===== src/rtl/hyperbus_ctrl.sv =====
// HyperBus transaction engine: command/address, fixed 2x initial latency, then word bursts.
// clk_i runs at twice CK, so every clk cycle is one CK edge and carries one DQ byte.
module hyperbus_ctrl #(
    parameter int NumChips      = 1,
    parameter int LatencyCycles = 6,
    parameter int TimeoutCycles = 64,
    parameter int RecoverCycles = 4,
    localparam int CsW          = (NumChips > 1) ? $clog2(NumChips) : 1
) (
    input  logic                clk_i,
    input  logic                rst_i,
    input  logic                req_valid_i,
    output logic                req_ready_o,
    input  logic                req_write_i,
    input  logic                req_regspace_i,
    input  logic [31:0]         req_addr_i,
    input  logic [7:0]          req_len_i,
    input  logic [CsW-1:0]      req_cs_i,
    input  logic                wdata_valid_i,
    output logic                wdata_ready_o,
    input  logic [15:0]         wdata_i,
    input  logic [1:0]          wstrb_i,
    output logic                rdata_valid_o,
    output logic [15:0]         rdata_o,
    output logic                rdata_last_o,
    output logic                done_o,
    output logic                error_o,
    output logic [NumChips-1:0] hyper_cs_no,
    output logic                hyper_ck_o,
    output logic                hyper_ck_no,
    output logic                hyper_reset_no,
    output logic [7:0]          hyper_dq_o,
    input  logic [7:0]          hyper_dq_i,
    output logic                hyper_dq_oe_o,
    output logic                hyper_rwds_o,
    input  logic                hyper_rwds_i,
    output logic                hyper_rwds_oe_o
);
    localparam int CntW = 16;
    localparam int TmoW = (TimeoutCycles > 1) ? $clog2(TimeoutCycles) : 1;
    localparam logic [CntW-1:0] CaLast  = CntW'(5);
    localparam logic [CntW-1:0] LatLast = CntW'(4 * LatencyCycles - 1);
    localparam logic [CntW-1:0] LatDrv  = CntW'(4 * LatencyCycles - 2);
    localparam logic [CntW-1:0] RecLast = CntW'(RecoverCycles - 1);
    localparam logic [TmoW-1:0] TmoLast = TmoW'(TimeoutCycles - 1);

    typedef enum logic [2:0] {
        S_IDLE, S_CS_SETUP, S_CA, S_LAT, S_WDATA, S_RDATA, S_CS_HOLD, S_RECOVER
    } state_t;

    state_t          r_state, w_state_nx;
    logic [CntW-1:0] r_cnt, w_cnt_nx;
    logic [TmoW-1:0] r_tmo, w_tmo_nx;
    logic            r_ph, w_ph_nx;
    logic [7:0]      r_wcnt, w_wcnt_nx;
    logic            r_err, w_err_nx;
    logic            r_rwds_q;
    logic            r_rvalid;
    logic            r_rlast;
    logic            r_reset_n;

    logic            r_write;
    logic            r_regspace;
    logic [31:0]     r_addr;
    logic [7:0]      r_len;
    logic [CsW-1:0]  r_cs;
    logic [15:0]     r_word;
    logic [1:0]      r_strb;
    logic [7:0]      r_rhi;
    logic [15:0]     r_rdata;

    logic            w_accept;
    logic            w_wtake;
    logic            w_rwds_edge;
    logic            w_rhi_ld;
    logic            w_rword_ld;
    logic            w_cs_act;
    logic [47:0]     w_ca;
    logic [7:0]      w_ca_byte;
    logic            w_rwds_val;

    assign w_ca        = {~r_write, r_regspace, 1'b1, r_addr[31:3], 13'd0, r_addr[2:0]};
    assign w_rwds_edge = (r_state == S_RDATA) && (hyper_rwds_i != r_rwds_q);

    always_comb begin
        w_state_nx = r_state;
        w_cnt_nx   = r_cnt;
        w_tmo_nx   = r_tmo;
        w_ph_nx    = r_ph;
        w_wcnt_nx  = r_wcnt;
        w_err_nx   = r_err;
        w_accept   = 1'b0;
        w_wtake    = 1'b0;
        w_rhi_ld   = 1'b0;
        w_rword_ld = 1'b0;
        case (r_state)
            S_IDLE: begin
                if (req_valid_i && r_reset_n) begin
                    w_accept   = 1'b1;
                    w_err_nx   = 1'b0;
                    w_state_nx = S_CS_SETUP;
                end
            end
            S_CS_SETUP: begin
                w_cnt_nx   = '0;
                w_state_nx = S_CA;
            end
            S_CA: begin
                if (r_cnt == CaLast) begin
                    w_cnt_nx   = '0;
                    w_state_nx = S_LAT;
                end else begin
                    w_cnt_nx = r_cnt + CntW'(1);
                end
            end
            S_LAT: begin
                if (r_cnt == LatLast) begin
                    w_cnt_nx   = '0;
                    w_tmo_nx   = '0;
                    w_ph_nx    = 1'b0;
                    w_wcnt_nx  = '0;
                    w_state_nx = r_write ? S_WDATA : S_RDATA;
                end else begin
                    w_cnt_nx = r_cnt + CntW'(1);
                end
            end
            S_WDATA: begin
                // High-byte slot waits for a word; waiting here stretches CK low.
                if (!r_ph) begin
                    if (wdata_valid_i) begin
                        w_wtake = 1'b1;
                        w_ph_nx = 1'b1;
                    end
                end else begin
                    w_ph_nx = 1'b0;
                    if (r_wcnt == r_len) begin
                        w_state_nx = S_CS_HOLD;
                    end else begin
                        w_wcnt_nx = r_wcnt + 8'd1;
                    end
                end
            end
            S_RDATA: begin
                w_cnt_nx = r_cnt + CntW'(1);
                if (w_rwds_edge) begin
                    w_tmo_nx = '0;
                    w_ph_nx  = ~r_ph;
                    if (!r_ph) begin
                        w_rhi_ld = 1'b1;
                    end else begin
                        w_rword_ld = 1'b1;
                        w_wcnt_nx  = r_wcnt + 8'd1;
                        if (r_wcnt == r_len) begin
                            w_state_nx = S_CS_HOLD;
                        end
                    end
                end else if (r_tmo == TmoLast) begin
                    w_err_nx   = 1'b1;
                    w_state_nx = S_CS_HOLD;
                end else begin
                    w_tmo_nx = r_tmo + TmoW'(1);
                end
            end
            S_CS_HOLD: begin
                w_cnt_nx   = '0;
                w_state_nx = S_RECOVER;
            end
            S_RECOVER: begin
                if (r_cnt == RecLast) begin
                    w_state_nx = S_IDLE;
                end else begin
                    w_cnt_nx = r_cnt + CntW'(1);
                end
            end
            default: w_state_nx = S_IDLE;
        endcase
    end

    always_ff @(posedge clk_i or posedge rst_i) begin
        if (rst_i) begin
            r_state   <= S_IDLE;
            r_cnt     <= '0;
            r_tmo     <= '0;
            r_ph      <= 1'b0;
            r_wcnt    <= '0;
            r_err     <= 1'b0;
            r_rwds_q  <= 1'b0;
            r_rvalid  <= 1'b0;
            r_rlast   <= 1'b0;
            r_reset_n <= 1'b0;
        end else begin
            r_state   <= w_state_nx;
            r_cnt     <= w_cnt_nx;
            r_tmo     <= w_tmo_nx;
            r_ph      <= w_ph_nx;
            r_wcnt    <= w_wcnt_nx;
            r_err     <= w_err_nx;
            r_rwds_q  <= (r_state == S_RDATA) ? hyper_rwds_i : 1'b0;
            r_rvalid  <= w_rword_ld;
            r_rlast   <= w_rword_ld && (r_wcnt == r_len);
            r_reset_n <= 1'b1;
        end
    end

    always_ff @(posedge clk_i) begin
        if (w_accept) begin
            r_write    <= req_write_i;
            r_regspace <= req_regspace_i;
            r_addr     <= req_addr_i;
            r_len      <= req_len_i;
            r_cs       <= req_cs_i;
            r_word     <= '0;
            r_strb     <= 2'b11;
        end
        if (w_wtake) begin
            r_word <= wdata_i;
            r_strb <= wstrb_i;
        end
        if (w_rhi_ld) begin
            r_rhi <= hyper_dq_i;
        end
        if (w_rword_ld) begin
            r_rdata <= {r_rhi, hyper_dq_i};
        end
    end

    always_comb begin
        case (r_cnt[2:0])
            3'd0:    w_ca_byte = w_ca[47:40];
            3'd1:    w_ca_byte = w_ca[39:32];
            3'd2:    w_ca_byte = w_ca[31:24];
            3'd3:    w_ca_byte = w_ca[23:16];
            3'd4:    w_ca_byte = w_ca[15:8];
            3'd5:    w_ca_byte = w_ca[7:0];
            default: w_ca_byte = 8'h00;
        endcase
    end

    assign w_cs_act = (r_state != S_IDLE) && (r_state != S_RECOVER);

    always_comb begin
        for (int c = 0; c < NumChips; c++) begin
            hyper_cs_no[c] = !(w_cs_act && (int'(r_cs) == c));
        end
    end

    // Pad drive; the stalled high-byte slot keeps the last low byte and its mask on the bus.
    always_comb begin
        hyper_ck_o    = 1'b0;
        hyper_dq_o    = 8'h00;
        hyper_dq_oe_o = 1'b0;
        w_rwds_val    = 1'b0;
        wdata_ready_o = 1'b0;
        case (r_state)
            S_CA: begin
                hyper_ck_o    = ~r_cnt[0];
                hyper_dq_o    = w_ca_byte;
                hyper_dq_oe_o = 1'b1;
            end
            S_LAT: begin
                hyper_ck_o    = ~r_cnt[0];
                hyper_dq_oe_o = r_write && (r_cnt >= LatDrv);
            end
            S_WDATA: begin
                hyper_dq_oe_o = 1'b1;
                hyper_dq_o    = r_word[7:0];
                w_rwds_val    = ~r_strb[0];
                if (!r_ph) begin
                    wdata_ready_o = 1'b1;
                    if (wdata_valid_i) begin
                        hyper_ck_o = 1'b1;
                        hyper_dq_o = wdata_i[15:8];
                        w_rwds_val = ~wstrb_i[1];
                    end
                end
            end
            S_RDATA: begin
                hyper_ck_o = ~r_cnt[0];
            end
            default: ;
        endcase
    end

    assign hyper_rwds_oe_o = (r_state == S_WDATA) && !r_regspace;
    assign hyper_rwds_o    = hyper_rwds_oe_o && w_rwds_val;
    assign hyper_ck_no     = ~hyper_ck_o;
    assign hyper_reset_no  = r_reset_n;
    assign req_ready_o     = (r_state == S_IDLE) && r_reset_n;
    assign done_o          = (r_state == S_CS_HOLD);
    assign error_o         = (r_state == S_CS_HOLD) && r_err;
    assign rdata_valid_o   = r_rvalid;
    assign rdata_last_o    = r_rlast;
    assign rdata_o         = r_rdata;

endmodule


===== config.mk =====
export PLATFORM = sky130hd
export DESIGN_NAME = hyperbus_ctrl
export DESIGN_NICKNAME = d
export VERILOG_FILES = /design/src/rtl/hyperbus_ctrl.sv
export SDC_FILE = /design/constraint.sdc
export NUM_CORES = 1
export LEC_CHECK = 0
export CORE_UTILIZATION = 46
export CTS_CLUSTER_DIAMETER = 60
export DETAILED_ROUTE_END_ITERATION = 10
export PLACE_DENSITY = 0.76
export SYNTH_ARGS = -nofsm -noshare
export SYNTH_HDL_FRONTEND = slang
export SYNTH_SLANG_ARGS = --single-unit
export TNS_END_PERCENT = 100

===== constraint.sdc =====
create_clock -name clk_i -period 2.4 [get_ports clk_i]
set_input_delay 0.24 -clock clk_i [delete_from_list [all_inputs] [get_ports clk_i]]
set_output_delay 0.24 -clock clk_i [all_outputs]
set_load 0.005 [all_outputs]

* Yosys cells after proc, flatten, opt, wreduce, memory -nomap -nowiden
Index checks and enable logic that the tools add are counted.
** Storage, ports and cells
- Register bits after elaboration :: 115
** Operators by class
- Reductions and logical operators :: 29
- Magnitude comparators :: 1
- Muxes and demuxes :: 57
- Add/subtract/negate cells :: 3
- Bitwise operators :: 7
- Equal/unequal tests :: 31
** Operator list (number)
- $pmux W16 S5 :: 1
- $mux W8 :: 9
- $mux W16 :: 3
- $pmux W8 S5 :: 1
- $mux W1 :: 24
- $mux W3 :: 8
- $pmux W3 S8 :: 1
- $pmux W8 S3 :: 1
- $ne A2 B2 Y1 const B :: 10
- $mux W6 :: 3
- $add A16 B1 Y16 const B :: 1
- $eq A16 B2 Y1 const B :: 1
- $eq A16 B3 Y1 const B :: 1
- $eq A16 B5 Y1 const B :: 1
- $ge A16 B5 Y1 const B :: 1
- $pmux W8 S2 :: 1
- $eq A3 B3 Y1 const B :: 5
- $eq A3 B2 Y1 const B :: 4
- $pmux W6 S2 :: 1
- $logic_and A1 B1 Y1 :: 10
- $add A8 B1 Y8 const B :: 1
- $eq A8 B8 Y1 :: 1
- $not A1 Y1 :: 7
- $add A6 B1 Y6 const B :: 1
- other kinds (20) :: 31

* Longest topological paths before layout
Gate-level depths: netlist (run 1).
- Depth after elaboration :: 5
- Gate-level depth with buffers :: 9

* Least setup slack after synthesis (run 1)
OpenSTA, ideal clock, no wires.
- Kind :: flip-flop to flip-flop
- Start point :: register r_state[1]
- End point :: register r_strb[0] (enable)
- Data arrival time :: 2.381 ns
- Stages on the path, launching flop included :: 7
- Setup slack :: -0.295 ns
- Period minus slack after synthesis :: 2.695 ns
- Path buffers :: 2
- Cells stage by stage :: dfrtp_1 buf_2 clkbuf_1 nor3_1 nand3_1 inv_1 or2_2
** Between the ends
- Longest elaborated chain between the ends :: 3
** Ends and longest elaborated chain
- from (decl) :: line 51 : state_t r_state, w_state_nx;
- from (signal assigned) :: line 192 : r_state <= w_state_nx;
- $logic_not A3 Y1 :: line 96 : case (r_state)
- $mux W1 :: line 96
- named net w_accept :: line 72 : logic w_accept;
- $reduce_bool A2 Y1 (no line)
- to (signal assigned) :: line 217 : r_strb <= wstrb_i;
- to (decl) :: line 68 : logic [1:0] r_strb;
The timed path passes the listed nets, and every way through them passes these cells.
A chain may end at the register's enable or synchronous reset.

* Final worst setup path (run 1)
- Start point :: register r_cnt[1]
- End point :: output port hyper_dq_o[1]
** Between the ends
- Longest elaborated chain between the ends :: 3
** Ends and longest elaborated chain
- from (decl) :: line 52 : logic [CntW-1:0] r_cnt, w_cnt_nx;
- from (signal assigned) :: line 193 : r_cnt <= w_cnt_nx;
- $eq A3 B3 Y1 (tied with other cells) :: line 228 : case (r_cnt[2:0])
- $pmux W8 S5 (*) :: line 228
- $pmux W8 S2 (*) :: line 254 : case (r_state)
- to (decl) :: line 32 : output logic [7:0] hyper_dq_o,
Mark *: on every way between the ends. The rest lies on a longest branch, timed or not.

==> impl_metrics.env, run 1 <==
export IMPL_synth_seq_area_share_pct=62.2
export IMPL_synthToLayoutAreaGrowth_pct=42.9
export IMPL_clk_insertion_delay_late_ns=0.42
export IMPL_synth_seq_cells=115
export IMPL_synth_commonest_cells="edfxtp_1 (76), dfrtp_1 (39), nor2_1 (37)"
export IMPL_max_cap_violations=0
export IMPL_initial_utilization_pct=47.7
export IMPL_avgViaCountPerCell=5.80
export IMPL_top_layer="met4"
export IMPL_gp_congestion=0.843
export IMPL_setup_tns_ns=0
export IMPL_io_buffers=110
export IMPL_dp_hpwl_microns=8870
export IMPL_endpoint_kind="output port"
export IMPL_postCtsHoldBufs=0
export IMPL_ant_nets=0
export IMPL_p_leak_uw=0.00283
export IMPL_final_instance_count_excl_fill=718
export IMPL_hold_violations=0
export IMPL_syn_inst=418
export IMPL_critical_path_startpoint="r_cnt[1]$_DFFE_PP0P_"
export IMPL_yosys_warnings=0
export IMPL_slew_limit_headroom_pct=60.1
export IMPL_route_layer_met1_wl_microns=5330
export IMPL_synth_edf_count=76
export IMPL_wl_per_cell_microns=18.8
export IMPL_ios=111
export IMPL_clock_sinks=115
export IMPL_yosysMostFrequentCell="edfxtp_1"
export IMPL_clk_path_buf_depth=2
export IMPL_final_area_sq_um=7490
export IMPL_grt_pass1_wl_microns=20600
export IMPL_final_max_slew_viol_count=0
export IMPL_antenna_found_initial=0
export IMPL_clock_skew_ns=0.0101
export IMPL_path_buf_inv=3
export IMPL_antenna_cells=0
export IMPL_synth_nets=499
export IMPL_vias=4162
export IMPL_path_depth=7
export IMPL_period_share_pct=99.6
export IMPL_path_delay_family="compound AO/OA/AOI/OAI gates"
export IMPL_cpPeakStageDelay_ns=0.45
export IMPL_tightestPinTransition_ns=0.593
export IMPL_setup_viol=0
export IMPL_crit_type="flip-flop to output port"
export IMPL_ir_worst_vdd_v=0.000650
export IMPL_synth_cell_types=61
export IMPL_num_rows=38
export IMPL_pre_cts_slack_ns=0.00814
export IMPL_dpl_instance_area_sq_um=6660
export IMPL_min_period_ns=2.39
export IMPL_routed_wl_microns=13500
export IMPL_synth_top_flop_cell="edfxtp_1"
export IMPL_rsz0062_at_grt="true"
export IMPL_crit_top_cell="ha_4"
export IMPL_die_width_microns=109
export IMPL_overflow=0
export IMPL_num_nets_final=646
export IMPL_avgSynthCellArea_sq_um=12.5
export IMPL_gr_usage_all_layers_pct=23.5
export IMPL_r2r_cells=5
export IMPL_power_density_nw_per_um2=908
export IMPL_crit_slowest_cell="dfrtp_2"
export IMPL_worst_hold_slack_ns=0.277
export IMPL_path_max_fanout=4
export IMPL_arrival_ns=2.15
export IMPL_min_path_type="primary input to async pin"
export IMPL_syn_cell_area_sq_um=5240
export IMPL_worst_slack_ns=0.00918
export IMPL_place_inst=678
export IMPL_critPathLaunchType="flip-flop"
export IMPL_cts_buffers=17
export IMPL_cts_root_buf="clkbuf_16"
export IMPL_rrSetupSlack_ns=0.19
export IMPL_grt_max_degree=40
export IMPL_critPathRequiredTime_ns=2.16
export IMPL_htree_levels=4
export IMPL_drive_gt1_share_pct=21.5
export IMPL_r2r_end="r_wcnt[4]$_DFFE_PP0P_"
export IMPL_grt_pass1_vias=4142
export IMPL_wl_met2_microns=6660
export IMPL_synth_top_cell_area_share_pct=43.5
export IMPL_dr_wl_met3_microns=1060
export IMPL_timing_rr_start="r_cnt[3]$_DFFE_PP0P_"
export IMPL_synth_area_leaders="edfxtp_1 (44%), dfrtp_1 (19%), nor2_1 (2.6%)"
export IMPL_yosys_area_top_type="edfxtp_1"
export IMPL_timing_fmax_mhz=418
export IMPL_drt_iter0_markers=341
export IMPL_fp_coreArea_sq_um=11000
export IMPL_dr_pass1_iters=5
export IMPL_path_clk_slew_ns=0.06
export IMPL_ys_async_sr_fraction_pct=33.9
export IMPL_status="completed"
export IMPL_crit_chain="buf_12, ha_4, ha_4, a222oi_1, buf_4, o22ai_1, clkbuf_2"
export IMPL_fp_dieH_microns=109
export IMPL_cts_tree="done"
export IMPL_die_area_sq_um=11800
export IMPL_remaining_drc_errors=0
export IMPL_endpoint="hyper_dq_o[1]"
[sequential cells by signal, summed over array words and instances (netlist names), 3 cells and up]
register	flops
r_wcnt	8
rdata_o	16
r_addr	32
r_tmo	6
r_cnt	16
r_len	8
r_word	8
r_rhi	8
r_state	3
[layout make-up]
type	instances	area (sq um)
fill	793	3500
clock buffer	18	429
multi-input combinational	268	1960
timing repair buffer	148	1390
tap	140	175
sequential	115	3260
clock inverter	14	201
inverter	15	68.8
[cells by family after synthesis]
group | synth area share (%)
AOI/OAI and AO/OA | 12.9
xor gates and xnor gates | 3.84
adders and majority gates | 1.67
buffers and inverters | 3.08
DFF | 62.2
muxes | 2.58
other | 0.0715
and+or+nand+nor | 13.7
[worst min-delay path by stage]
stage                                         end  slack (ns)  cells past startpoint
after global placement      rdata_o[11]$_DFFE_PP_        0.40                      0
after CTS                 rdata_valid_o$_DFF_PP0_        0.29                      3
after detailed placement    rdata_o[10]$_DFFE_PP_        0.40                      0
final                          r_rwds_q$_DFF_PP0_        0.28                      3
after global routing       rdata_last_o$_DFF_PP0_        0.33                      3
after floorplan               r_addr[0]$_DFFE_PP_        0.34                      0
[through the flow]
step | util [%] | power (uW)
3_5_place_dp | 60.6 | 3820
2_1_floorplan | - | 3190
6_report | 68.2 | 6800
5_1_grt | 68.2 | 7050
3_3_place_gp | 60.6 | 3790
4_1_cts | 67.5 | 6660
[worst min-delay path: stages]
cell             delay (ns)
clkdlybuf4s50_1        0.40
inv_1                  0.05
buf_4                  0.44
[timing repair]
action	CTS	global route
endpoints found under the setup margin	15	13
gates cloned	0	0
gates resized for setup	41	25
buffers inserted	3	5
pin swaps	11	13
[per-layer routing]
metal,vias up,track usage [%]
li1,1878,-
met1,1991,28.1
met2,251,38.4
met3,42,6.75
met4,0,12.3
met5,-,0
[placed cells by master, fill, tap and decap left out, types with 11 or more instances in the layout]
master           Yosys  layout
clkbuf_16            0      17
clkdlybuf4s50_1      0     101
buf_4                1      33
xnor2_1             13      13
nor2_1              37      37
dfrtp_1             39      34
and2_1              11      11
nand2_1             15      15
nand3_1             19      19
a21oi_1             17      13
edfxtp_1            76      76
[where the power goes]
part	total [uW]	internal (uW)	switching (uW)	leakage (uW)
combinational	1780	826	956	0.00132
clock	2700	1750	951	0.000301
sequential	2320	2220	96.9	0.00121
total	6800	4790	2000	0.00283
No activity file was read; power rests on OpenSTA's default activity.
==> inputs of run 2 (changes only) <==
--- a/config.mk
+++ b/config.mk
@@ -8,7 +8,8 @@
 export CORE_UTILIZATION = 46
 export CTS_CLUSTER_DIAMETER = 60
 export DETAILED_ROUTE_END_ITERATION = 10
-export PLACE_DENSITY = 0.76
+export MAX_ROUTING_LAYER = met4
+export PLACE_DENSITY = 0.83
 export SYNTH_ARGS = -nofsm -noshare
 export SYNTH_HDL_FRONTEND = slang
 export SYNTH_SLANG_ARGS = --single-unit
==> impl_metrics.env, run 2 (synthesis results as in run 1) <==
export IMPL_remaining_drc_errors=0
export IMPL_switching_share_pct=29.6
export IMPL_htree_levels=4
export IMPL_layout_common_cells="clkdlybuf4s50_1 (101), edfxtp_1 (76), nor2_1 (36), buf_4 (36), dfrtp_1 (33)"
export IMPL_drive_gt1_share_pct=21.4
export IMPL_clock_skew_ns=0.00760
export IMPL_fp_coreArea_sq_um=11000
export IMPL_ant_nets=0
export IMPL_p_leak_uw=0.00283
export IMPL_layout_commonest_cell="clkdlybuf4s50_1"
export IMPL_final_util_pct=68.0
export IMPL_grt_max_degree=40
export IMPL_power_share_clock_pct=38.3
export IMPL_die_width_microns=109
export IMPL_arrival_ns=2.13
export IMPL_tightestPinTransition_ns=0.584
export IMPL_io_buffers=110
export IMPL_place_inst=678
export IMPL_gp_congestion=0.866
export IMPL_setup_viol=0
export IMPL_dp_hpwl_microns=8870
export IMPL_timing_fmax_mhz=422
export IMPL_dpl_instance_area_sq_um=6660
export IMPL_endpoint_kind="output port"
export IMPL_clk_insertion_delay_late_ns=0.41
export IMPL_hold_violations=0
export IMPL_antenna_cells=0
export IMPL_period_share_pct=98.7
export IMPL_rrSetupSlack_ns=0.19
export IMPL_clk_path_buf_depth=2
export IMPL_status="completed"
export IMPL_gr_usage_all_layers_pct=25.3
export IMPL_slew_limit_headroom_pct=60.8
export IMPL_dr_pass1_iters=5
export IMPL_antenna_found_initial=0
export IMPL_ir_worst_vdd_v=0.000705
export IMPL_critPathRequiredTime_ns=2.16
export IMPL_intPower_uw=4670
export IMPL_min_period_ns=2.37
export IMPL_drt_iter0_markers=401
export IMPL_power_density_nw_per_um2=889
export IMPL_grt_pass1_wl_microns=21600
export IMPL_final_max_slew_viol_count=0
export IMPL_cts_tree="done"
export IMPL_grt_pass1_vias=4306
export IMPL_comb_power_share_pct=26.7
export IMPL_num_rows=38
export IMPL_cts_root_buf="clkbuf_16"
export IMPL_critPathLaunchType="flip-flop"
export IMPL_final_area_sq_um=7470
export IMPL_seqPwrFrac_pct=35.0
export IMPL_vias=4241
export IMPL_avgViaCountPerCell=5.89
export IMPL_crit_type="flip-flop to output port"
export IMPL_num_nets_final=648
export IMPL_wl_per_cell_microns=19.2
export IMPL_final_instance_count_excl_fill=720
export IMPL_p_sw_uw=1970
export IMPL_regMostFlops="r_addr"
export IMPL_fp_dieH_microns=109
export IMPL_clock_sinks=115
export IMPL_largest_register_ffs=32
export IMPL_cts_buffers=17
export IMPL_die_area_sq_um=11800
export IMPL_path_clk_slew_ns=0.06
export IMPL_routed_wl_microns=13800
export IMPL_overflow=0
export IMPL_total_power_uw=6640
export IMPL_postCtsHoldBufs=0
export IMPL_initial_utilization_pct=47.7
export IMPL_path_max_fanout=7
export IMPL_synthToLayoutAreaGrowth_pct=42.6
export IMPL_max_cap_violations=0
export IMPL_setup_tns_ns=0
export IMPL_min_path_type="primary input to async pin"
export IMPL_n_fill_cell=729
export IMPL_ios=111
export IMPL_rsz0062_at_grt="true"
run 2: cell types whose count changed in the layout (fill, tap and decap cells not counted), sizes merged:
cell / previous run / this run
buf: 39 / 42
bufinv: 4 / 3
clkbuf: 24 / 23
clkdlybuf4s15: 0 / 1
clkinv: 5 / 4
dlygate4sd2: 2 / 3
run 2: layer usage:
metal / routed length [microns] / GRT usage [%]
met1: 5190 / 29.5
met2: 7020 / 42.0
met3: 1180 / 6.22
met4: 412 / 9.94
met5: 0 / -
run 2: cell type report:
type                    count  area, sq um  area share (%)
multi-input cells         268         1980            26.5
well taps                 140          175            2.34
clock buffers              20          437            5.84
repair buffers            150         1400            18.7
inverters                  15         62.6           0.837
flip-flops and latches    115         3270            43.7
clock inverters            12          158            2.11
run 2: power by group through the flow:
stage	combinational [uW]	clock, uW	sequential, uW
finish	1770	2540	2320
global route	1890	2660	2330
CTS	1630	2570	2310
detailed placement	1450	0	2340
global placement	1430	0	2340
floorplan	905	0	2290
run 2: stage by stage:
| stage | setup slack [ns] | hold WS, ns |
|---|---|---|
| floorplan | 0.0564 | 0.339 |
| global placement | 0.0167 | 0.400 |
| detailed placement | 0.0509 | 0.406 |
| CTS | -0.0452 | 0.288 |
| global route | -0.0523 | 0.330 |
| finish | 0.0320 | 0.273 |
run 2: timing repair:
item	in CTS	in global routing
gates resized for setup	42	24
endpoints found under the setup margin	14	25
setup buffers	7	3
pin swaps	10	10
run 2: worst paths after layout:
kind	from	endpoint	depth (start not counted)
setup / recovery	r_cnt[1]$_DFFE_PP0P_	hyper_dq_o[3]	8
hold / removal	rst_i	r_cnt[13]$_DFFE_PP0P_	3
setup reg to reg	r_cnt[1]$_DFFE_PP0P_	r_wcnt[4]$_DFFE_PP0P_	7
hold reg to reg	r_rhi[2]$_DFFE_PP_	rdata_o[10]$_DFFE_PP_	0
max in group asynchronous	rst_i	r_state[1]$_DFFE_PP0P_	3
min in group clk_i	req_addr_i[19]	r_addr[19]$_DFFE_PP_	1
run 2: critical path: stages, from the launching register on:
cell and delay [ns]:
dfrtp_2 0.48, inv_4 0.12, ha_4 0.19, nor2_1 0.06, o22ai_1 0.13, nand2_1 0.12, buf_4 0.19, o22ai_1 0.17
dlygate4sd2_1 0.25
